`src/rtl/clock_ctrl_pkg.sv`:
```
// Shared types and constants for the run/halt/single-step clock controller.
// Holds the controller state encoding and the divider-tap width.
package clock_ctrl_pkg;

    localparam int CLK_SEL_W = 3;

    typedef enum logic [2:0] {
        ST_STOPPED   = 3'd0,
        ST_RUN       = 3'd1,
        ST_HALT_PEND = 3'd2,
        ST_STEP_FALL = 3'd3,
        ST_STEP_RISE = 3'd4
    } clock_ctrl_state_t;

    function automatic logic is_rise(input logic prev, input logic cur);
        return !prev && cur;
    endfunction

endpackage

```
`src/rtl/btn_debounce.sv`:
```
// Panel button conditioner: 2-flop synchroniser, optional debouncer, registered rise pulse.
// The debouncer is built only when CLOCK_CTRL_DEBOUNCE_EN is defined.
module btn_debounce
    import clock_ctrl_pkg::*;
#(
    parameter int DEBOUNCE_CYCLES = 5000
) (
    input  logic clk,
    input  logic arst,
    input  logic btn_raw,
    output logic btn_pulse
);

    logic sync1_q;
    logic sync2_q;
    logic level;
    logic level_prev_q;
    logic pulse_q;
    logic pulse_d;

    // NOTE: sequential state uses non-blocking assignments so every flop samples pre-edge values.
    always_ff @(posedge clk or posedge arst) begin
        if (arst) begin
            sync1_q <= 1'b0;
            sync2_q <= 1'b0;
        end else begin
            sync1_q <= btn_raw;
            sync2_q <= sync1_q;
        end
    end

`ifdef CLOCK_CTRL_DEBOUNCE_EN
    localparam int CNT_W = $clog2(DEBOUNCE_CYCLES + 1);
    localparam logic [CNT_W-1:0] CNT_LAST = CNT_W'(DEBOUNCE_CYCLES - 1);

    logic [CNT_W-1:0] cnt_q;
    logic [CNT_W-1:0] cnt_d;
    logic             db_q;
    logic             db_d;

    // NOTE: every always_comb output gets a default first, so no path can infer a latch.
    always_comb begin
        db_d  = db_q;
        cnt_d = '0;
        if (sync2_q != db_q) begin
            if (cnt_q == CNT_LAST) begin
                db_d = sync2_q;
            end else begin
                cnt_d = cnt_q + CNT_W'(1);
            end
        end
    end

    always_ff @(posedge clk or posedge arst) begin
        if (arst) begin
            cnt_q <= '0;
            db_q  <= 1'b0;
        end else begin
            cnt_q <= cnt_d;
            db_q  <= db_d;
        end
    end

    assign level = db_q;
`else
    // The debounce length has no meaning when the debouncer is left out.
    localparam int unused_debounce_cycles = DEBOUNCE_CYCLES;

    assign level = sync2_q;
`endif

    assign pulse_d = is_rise(level_prev_q, level);

    always_ff @(posedge clk or posedge arst) begin
        if (arst) begin
            level_prev_q <= 1'b0;
            pulse_q      <= 1'b0;
        end else begin
            level_prev_q <= level;
            pulse_q      <= pulse_d;
        end
    end

    assign btn_pulse = pulse_q;

endmodule

```
`src/rtl/clock_ctrl.sv`:
```
// Run/halt/single-step controller driving the clock generator's stop_clk and clk_sel.
// Button debouncing depends on CLOCK_CTRL_DEBOUNCE_EN (see btn_debounce).
module clock_ctrl
    import clock_ctrl_pkg::*;
#(
    parameter int DEBOUNCE_CYCLES = 5000,
    parameter bit START_RUNNING   = 1'b0
) (
    input  logic                 clk,
    input  logic                 arst,
    input  logic                 run_btn,
    input  logic                 halt_btn,
    input  logic                 step_btn,
    input  logic                 cpu_halt,
    input  logic [CLK_SEL_W-1:0] speed_sel,
    input  logic                 clk_out,
    output logic                 stop_clk,
    output logic [CLK_SEL_W-1:0] clk_sel,
    output logic                 running,
    output logic                 step_busy,
    output logic                 step_done
);

    localparam clock_ctrl_state_t RESET_STATE = START_RUNNING ? ST_RUN : ST_STOPPED;

    logic run_pulse;
    logic halt_pulse;
    logic step_pulse;

    btn_debounce #(.DEBOUNCE_CYCLES(DEBOUNCE_CYCLES)) u_run_btn (
        .clk(clk), .arst(arst), .btn_raw(run_btn), .btn_pulse(run_pulse)
    );
    btn_debounce #(.DEBOUNCE_CYCLES(DEBOUNCE_CYCLES)) u_halt_btn (
        .clk(clk), .arst(arst), .btn_raw(halt_btn), .btn_pulse(halt_pulse)
    );
    btn_debounce #(.DEBOUNCE_CYCLES(DEBOUNCE_CYCLES)) u_step_btn (
        .clk(clk), .arst(arst), .btn_raw(step_btn), .btn_pulse(step_pulse)
    );

    clock_ctrl_state_t    state_q;
    clock_ctrl_state_t    state_d;
    logic                 stop_clk_q;
    logic                 stop_clk_d;
    logic [CLK_SEL_W-1:0] clk_sel_q;
    logic [CLK_SEL_W-1:0] clk_sel_d;
    logic                 step_done_q;
    logic                 step_done_d;
    logic                 co_q;
    logic                 cpu_halt_q;
    logic                 cpu_halt_prev_q;
    logic                 cpu_halt_pulse;
    logic                 co_rise;

    assign cpu_halt_pulse = cpu_halt_q & ~cpu_halt_prev_q;
    assign co_rise        = is_rise(co_q, clk_out);

    always_comb begin
        state_d     = state_q;
        clk_sel_d   = clk_sel_q;
        step_done_d = 1'b0;
        unique case (state_q)
            ST_STOPPED: begin
                // The divider tap only moves while the generator is frozen.
                clk_sel_d = speed_sel;
                if (!halt_pulse) begin
                    if (step_pulse) begin
                        state_d = ST_STEP_FALL;
                    end else if (run_pulse) begin
                        state_d = ST_RUN;
                    end
                end
            end
            ST_RUN: begin
                if (halt_pulse || cpu_halt_pulse) begin
                    state_d = ST_HALT_PEND;
                end
            end
            ST_HALT_PEND: begin
                if (co_rise) begin
                    state_d = ST_STOPPED;
                end
            end
            ST_STEP_FALL: begin
                if (!clk_out) begin
                    state_d = ST_STEP_RISE;
                end
            end
            ST_STEP_RISE: begin
                if (co_rise) begin
                    state_d     = ST_STOPPED;
                    step_done_d = 1'b1;
                end
            end
            default: state_d = ST_STOPPED;
        endcase
        // Raising stop_clk on the edge that sees the rise freezes the counter before the next fall.
        stop_clk_d = (state_d == ST_STOPPED);
    end

    always_ff @(posedge clk or posedge arst) begin
        if (arst) begin
            state_q         <= RESET_STATE;
            stop_clk_q      <= !START_RUNNING;
            clk_sel_q       <= '0;
            step_done_q     <= 1'b0;
            co_q            <= 1'b0;
            cpu_halt_q      <= 1'b0;
            cpu_halt_prev_q <= 1'b0;
        end else begin
            state_q         <= state_d;
            stop_clk_q      <= stop_clk_d;
            clk_sel_q       <= clk_sel_d;
            step_done_q     <= step_done_d;
            co_q            <= clk_out;
            cpu_halt_q      <= cpu_halt;
            cpu_halt_prev_q <= cpu_halt_q;
        end
    end

    assign stop_clk  = stop_clk_q;
    assign clk_sel   = clk_sel_q;
    assign step_done = step_done_q;
    assign running   = (state_q == ST_RUN) || (state_q == ST_HALT_PEND);
    assign step_busy = (state_q == ST_STEP_FALL) || (state_q == ST_STEP_RISE);

endmodule

```
`config.mk`:
```
export PLATFORM = sky130hd
export DESIGN_NAME = clock_ctrl
export DESIGN_NICKNAME = d
export VERILOG_FILES = /design/src/rtl/clock_ctrl_pkg.sv /design/src/rtl/btn_debounce.sv /design/src/rtl/clock_ctrl.sv
export SDC_FILE = /design/constraint.sdc
export NUM_CORES = 1
export LEC_CHECK = 0
export CAP_MARGIN = 20
export CORE_UTILIZATION = 37
export DETAILED_ROUTE_END_ITERATION = 10
export GPL_ROUTABILITY_DRIVEN = 0
export PLACE_DENSITY = 0.64
export SKIP_CTS_REPAIR_TIMING = 1
export SYNTH_ARGS = -nofsm -noshare
export SYNTH_HDL_FRONTEND = slang
export SYNTH_SLANG_ARGS = --single-unit
```
`constraint.sdc`:
```
create_clock -name clk -period 1.18 [get_ports clk]
set_input_delay 0.118 -clock clk [delete_from_list [all_inputs] [get_ports clk]]
set_output_delay 0.118 -clock clk [all_outputs]
set_load 0.05 [all_outputs]
```
-- Yosys cells after proc, flatten, opt, wreduce, memory -nomap -nowiden
Index checks and enable logic that the tools add are counted.
- register bits after elaboration: 23
- word-level logic and storage cells: 48
- input port bits: 10
- output and inout bits: 7
- reductions and logical operators: 14
- multiplexer cells: 9
- bitwise operators: 2
- equality and inequality tests: 4
- operator list (cell ; number):
    2-to-1 mux 3 bit ; 6
    one-hot mux 3 bit (4 select lines) ; 1
    == test 3 x 2 -> 1 bit, second input constant ; 2
    zero test 3 bit ; 2
    logical AND 1 bit ; 4
    zero test 1 bit ; 4
    == test 3 x 1 -> 1 bit, second input constant ; 1
    == test 3 bit, second input constant ; 1
    logical OR 1 bit ; 3
    2-to-1 mux 1 bit ; 2
    OR reduction 2 bit ; 1
    bitwise AND 1 bit ; 1
    inverter 1 bit ; 1

-- Longest topological paths before layout
- depth in word-level cells: 6
- gate-level depth with buffers: 4

-- Modules after synthesis
A second synthesis with hierarchy kept.
- cells, all modules: 60
- area total of the unflattened synthesis: 855.8 µm²
- modules (own cells, without submodules) (module ; cells each ; times used ; area an instance (µm²) ; seq. area each (µm²)):
    clock_ctrl ; 42 ; 1 ; 503.0 ; 276.5
    btn_debounce ; 6 ; 3 ; 117.6 ; 100.1

-- Least setup slack after synthesis
OpenSTA, ideal clock, no wires.
- kind: register to output
- start: reg state_q[1]
- end: out running
- arrival time: 1.255 ns
- stages on the path, launching flop included: 4
- slack: -0.193 ns
- data required time: 1.062 ns
- path buffers: 1
- path through: dfrtp_1 > buf_2 > xnor2_1 > nor2_1
- cells in the longest elaborated chain, start to end: 2
- elaborated cells between the ends (all ways): 3
- classes of those cells: 2 x eq/ne; 1 x reduce/logical
- RTL lines (item ; RTL line ; source):
    start, declared ; clock_ctrl.sv:40 ; clock_ctrl_state_t state_q;
    start signal, assigned ; clock_ctrl.sv:110 ; state_q <= state_d;
    == test 3 x 1 -> 1 bit / == test 3 x 2 -> 1 bit (equally long branches) ; clock_ctrl.sv:123 ; assign running = (state_q == ST_RUN) || (state_q == ST_HALT_PEND);
    logical OR 1 bit (*) ; clock_ctrl.sv:123 ;
    end, declared ; clock_ctrl.sv:19 ; output logic running,
Mark *: on every way between the ends. The rest lies on a longest branch, timed or not.

-- Worst setup path in the final report
- start: reg state_q[1]
- end: out step_busy
- cells in the longest elaborated chain, start to end: 2
- elaborated cells between the ends (all ways): 3
- classes of those cells: 2 x eq/ne; 1 x reduce/logical
- RTL lines (item ; RTL line ; source):
    == test 3 x 2 -> 1 bit / == test 3 bit (equally long branches) ; clock_ctrl.sv:124 ; assign step_busy = (state_q == ST_STEP_FALL) || (state_q == ST_STEP_RISE);
    logical OR 1 bit (*) ; clock_ctrl.sv:124 ;
    end, declared ; clock_ctrl.sv:20 ; output logic step_busy,
Marks and branches as above.

==> metrics.csv <==
metric,value,unit
status,"finished, violations left",
cell taking the most area after synthesis,dfrtp_1,
Post-synth EDFFs,0,
GR peak layer,met2,
unrepaired setup endpoints after global routing,yes,
failing checks,setup timing,
crit-path max FO,6,
Placeable Area,0.00200,sq mm
Synth Cell Area,803,sq um
"Core Util, Final",0.630,
largest net degree at the start of global routing,24,
Die Y,48.6,um
Site Rows,16,
Worst Hold Class,in -> async,
CTS tree,built,
VDD IR-drop max,1.30,mV
Post-DRT Antenna Nets,0,
CTS HTree Levels,1,
pre-CTS setup slack,-0.169,ns
number of diodes,0,
Post-Place Cells,115,
FF-to-FF path depth,4,
initial antenna violation count,0,
fin area,0.00126,sq mm
CP arrival,1.38,ns
most instantiated cells after synthesis,"22 x dfrtp_1, 10 x nand2_1, 4 x inv_1, 4 x nor2_1, 4 x nor2b_1",
syn_nets,72,
Max Cap Viol,0,
Clock Skew,0.00223,ns
GR Util met1,0.149,
vias in the first global route,602,
sequential cell area fraction in the yosys report,0.718,
Critical Path Source Type,register,
final hold vios,0,
synth top area cells,"dfrtp_1 69%, nand2_1 4.7%, dfstp_2 3.3%",
GR Layer Usage met3,0.0189,
register area,579,sq um
I/O Pins,17,
critical path type,reg -> out,
reg2reg start,state_q[0],
area taken by multi-input logic gates,268,sq um
final global-route overflow total,0,
Post-synth ARST share,1.00,
layout cells sized above 1,0.358,
"Reg clk slew, reported paths",0.11,ns
Pwr Density,2570,mW/mm^2
Hold WS,0.142,ns
Yosys cell types,20,
Fin Setup TNS,-0.920,ns
worst reg-to-reg setup slack,-0.13,ns
I/O Buffers,16,
final setup fails,9,
most numerous cell in the Yosys netlist,dfrtp_1,
TritonRoute pass-1 iters,1,
final WL,1.39,mm
Ys Warns,0,
fin. max-slew vios,0,
r2r endpoint,stop_clk,
Pwr Total,3.24,mW
drt first-iter violations,0,
Max Root-Sink Buffers,2,
Synth Instances,62,
crit end category,primary output,
Yosys reg bits,23,
initial core utilization,0.401,
final worst-path cycle share,1.27,
DRC,0,
routed vias/inst,4.61,
number of clock sinks,23,
slew margin rel.,0.800,
Area Growth Syn to Fin,57.0,%
LEAKAGE,0.572,nW
met2 Resource Use GR,0.254,
first-pass GRT wire length,2.42,mm
die width,48.6,um
final non-filler cell total,122,
maximum clock frequency,668,MHz
Worst Tran Pin Value,0.295,ns
clock latency at the later pin of the worst-skew pair,0.30,ns
routed via count,563,
CTS Root Cell,clkbuf_4,
fin nets,106,
Yosys top cell area share,0.685,
Placed Instance Area,0.00115,sq mm
DP HPWL,1.06,mm
CP required,1.06,ns
mean post-synth cell area,13.0,sq um
FILL cells,171,
cts bufs inserted,3,
Final Critical Period,1.50,ns
Tot GR Track Use,0.136,
"Primary FF master, synth",dfrtp_1,
die area,0.00236,sq mm
setup ws final,-0.317,ns
Avg WL per Cell,11.4,um
-- worst max-delay path, stage by stage (launching register included) --
cell and delay (ns):
dfrtp_2 0.46, or3b_4 0.42, nand2_4 0.07, buf_12 0.13
-- power by group --
group | switching (mW) | internal (mW) | total (mW)
clock network | 0.217 | 0.132 | 0.349
registers | 0.146 | 0.945 | 1.09
logic | 0.852 | 0.945 | 1.80
-- metal layers --
metal	part of all wire	routed length, um	vias up
li1	-	-	275
met1	0.42	580	276
met2	0.55	768	10
met3	0.024	33	2
met4	0.0029	4	0
met5	0	0	-
-- layout by cell type, fill, tap and decap left out, types with 2 or more instances in the layout --
master           instances
nand2b_1                 3
nor2b_1                  4
nand2_1                  9
buf_4                   13
inv_1                    4
dfrtp_1                 20
buf_12                   7
nor2_1                   3
clkdlybuf4s50_1          9
dfrtp_2                  2
nand3b_1                 2
clkbuf_4                 3
-- logic make-up (layout without fill, tap and decap cells) --
family          after synthesis  in the layout  synth area share
simple gates                 27             27             0.181
flops                        23             23             0.718
compound gates                6              6            0.0654
buf+inv                       5             38            0.0249
xor+xnor                      1              1            0.0109
-- final cells by class --
type                    instances  share of cell area
flip-flops and latches         23               0.459
well taps                      27              0.0268
clock buffers                   4              0.0208
multi-input cells              34               0.212
inverters                       4              0.0119
repair buffers                 30               0.269
-- worst max path at each step --
stage	from	endpoint	slack (ns)	depth (start not counted)
5_1_grt	state_q[1]	step_busy	-0.37	3
6_report	state_q[1]	step_busy	-0.32	3
4_1_cts	state_q[0]	step_busy	-0.42	3
3_3_place_gp	clk_out	stop_clk	-0.09	4
3_5_place_dp	clk_out	stop_clk	-0.17	4
2_1_floorplan	state_q[0]	stop_clk	-0.03	3
(Power assumes the default switching activity.)
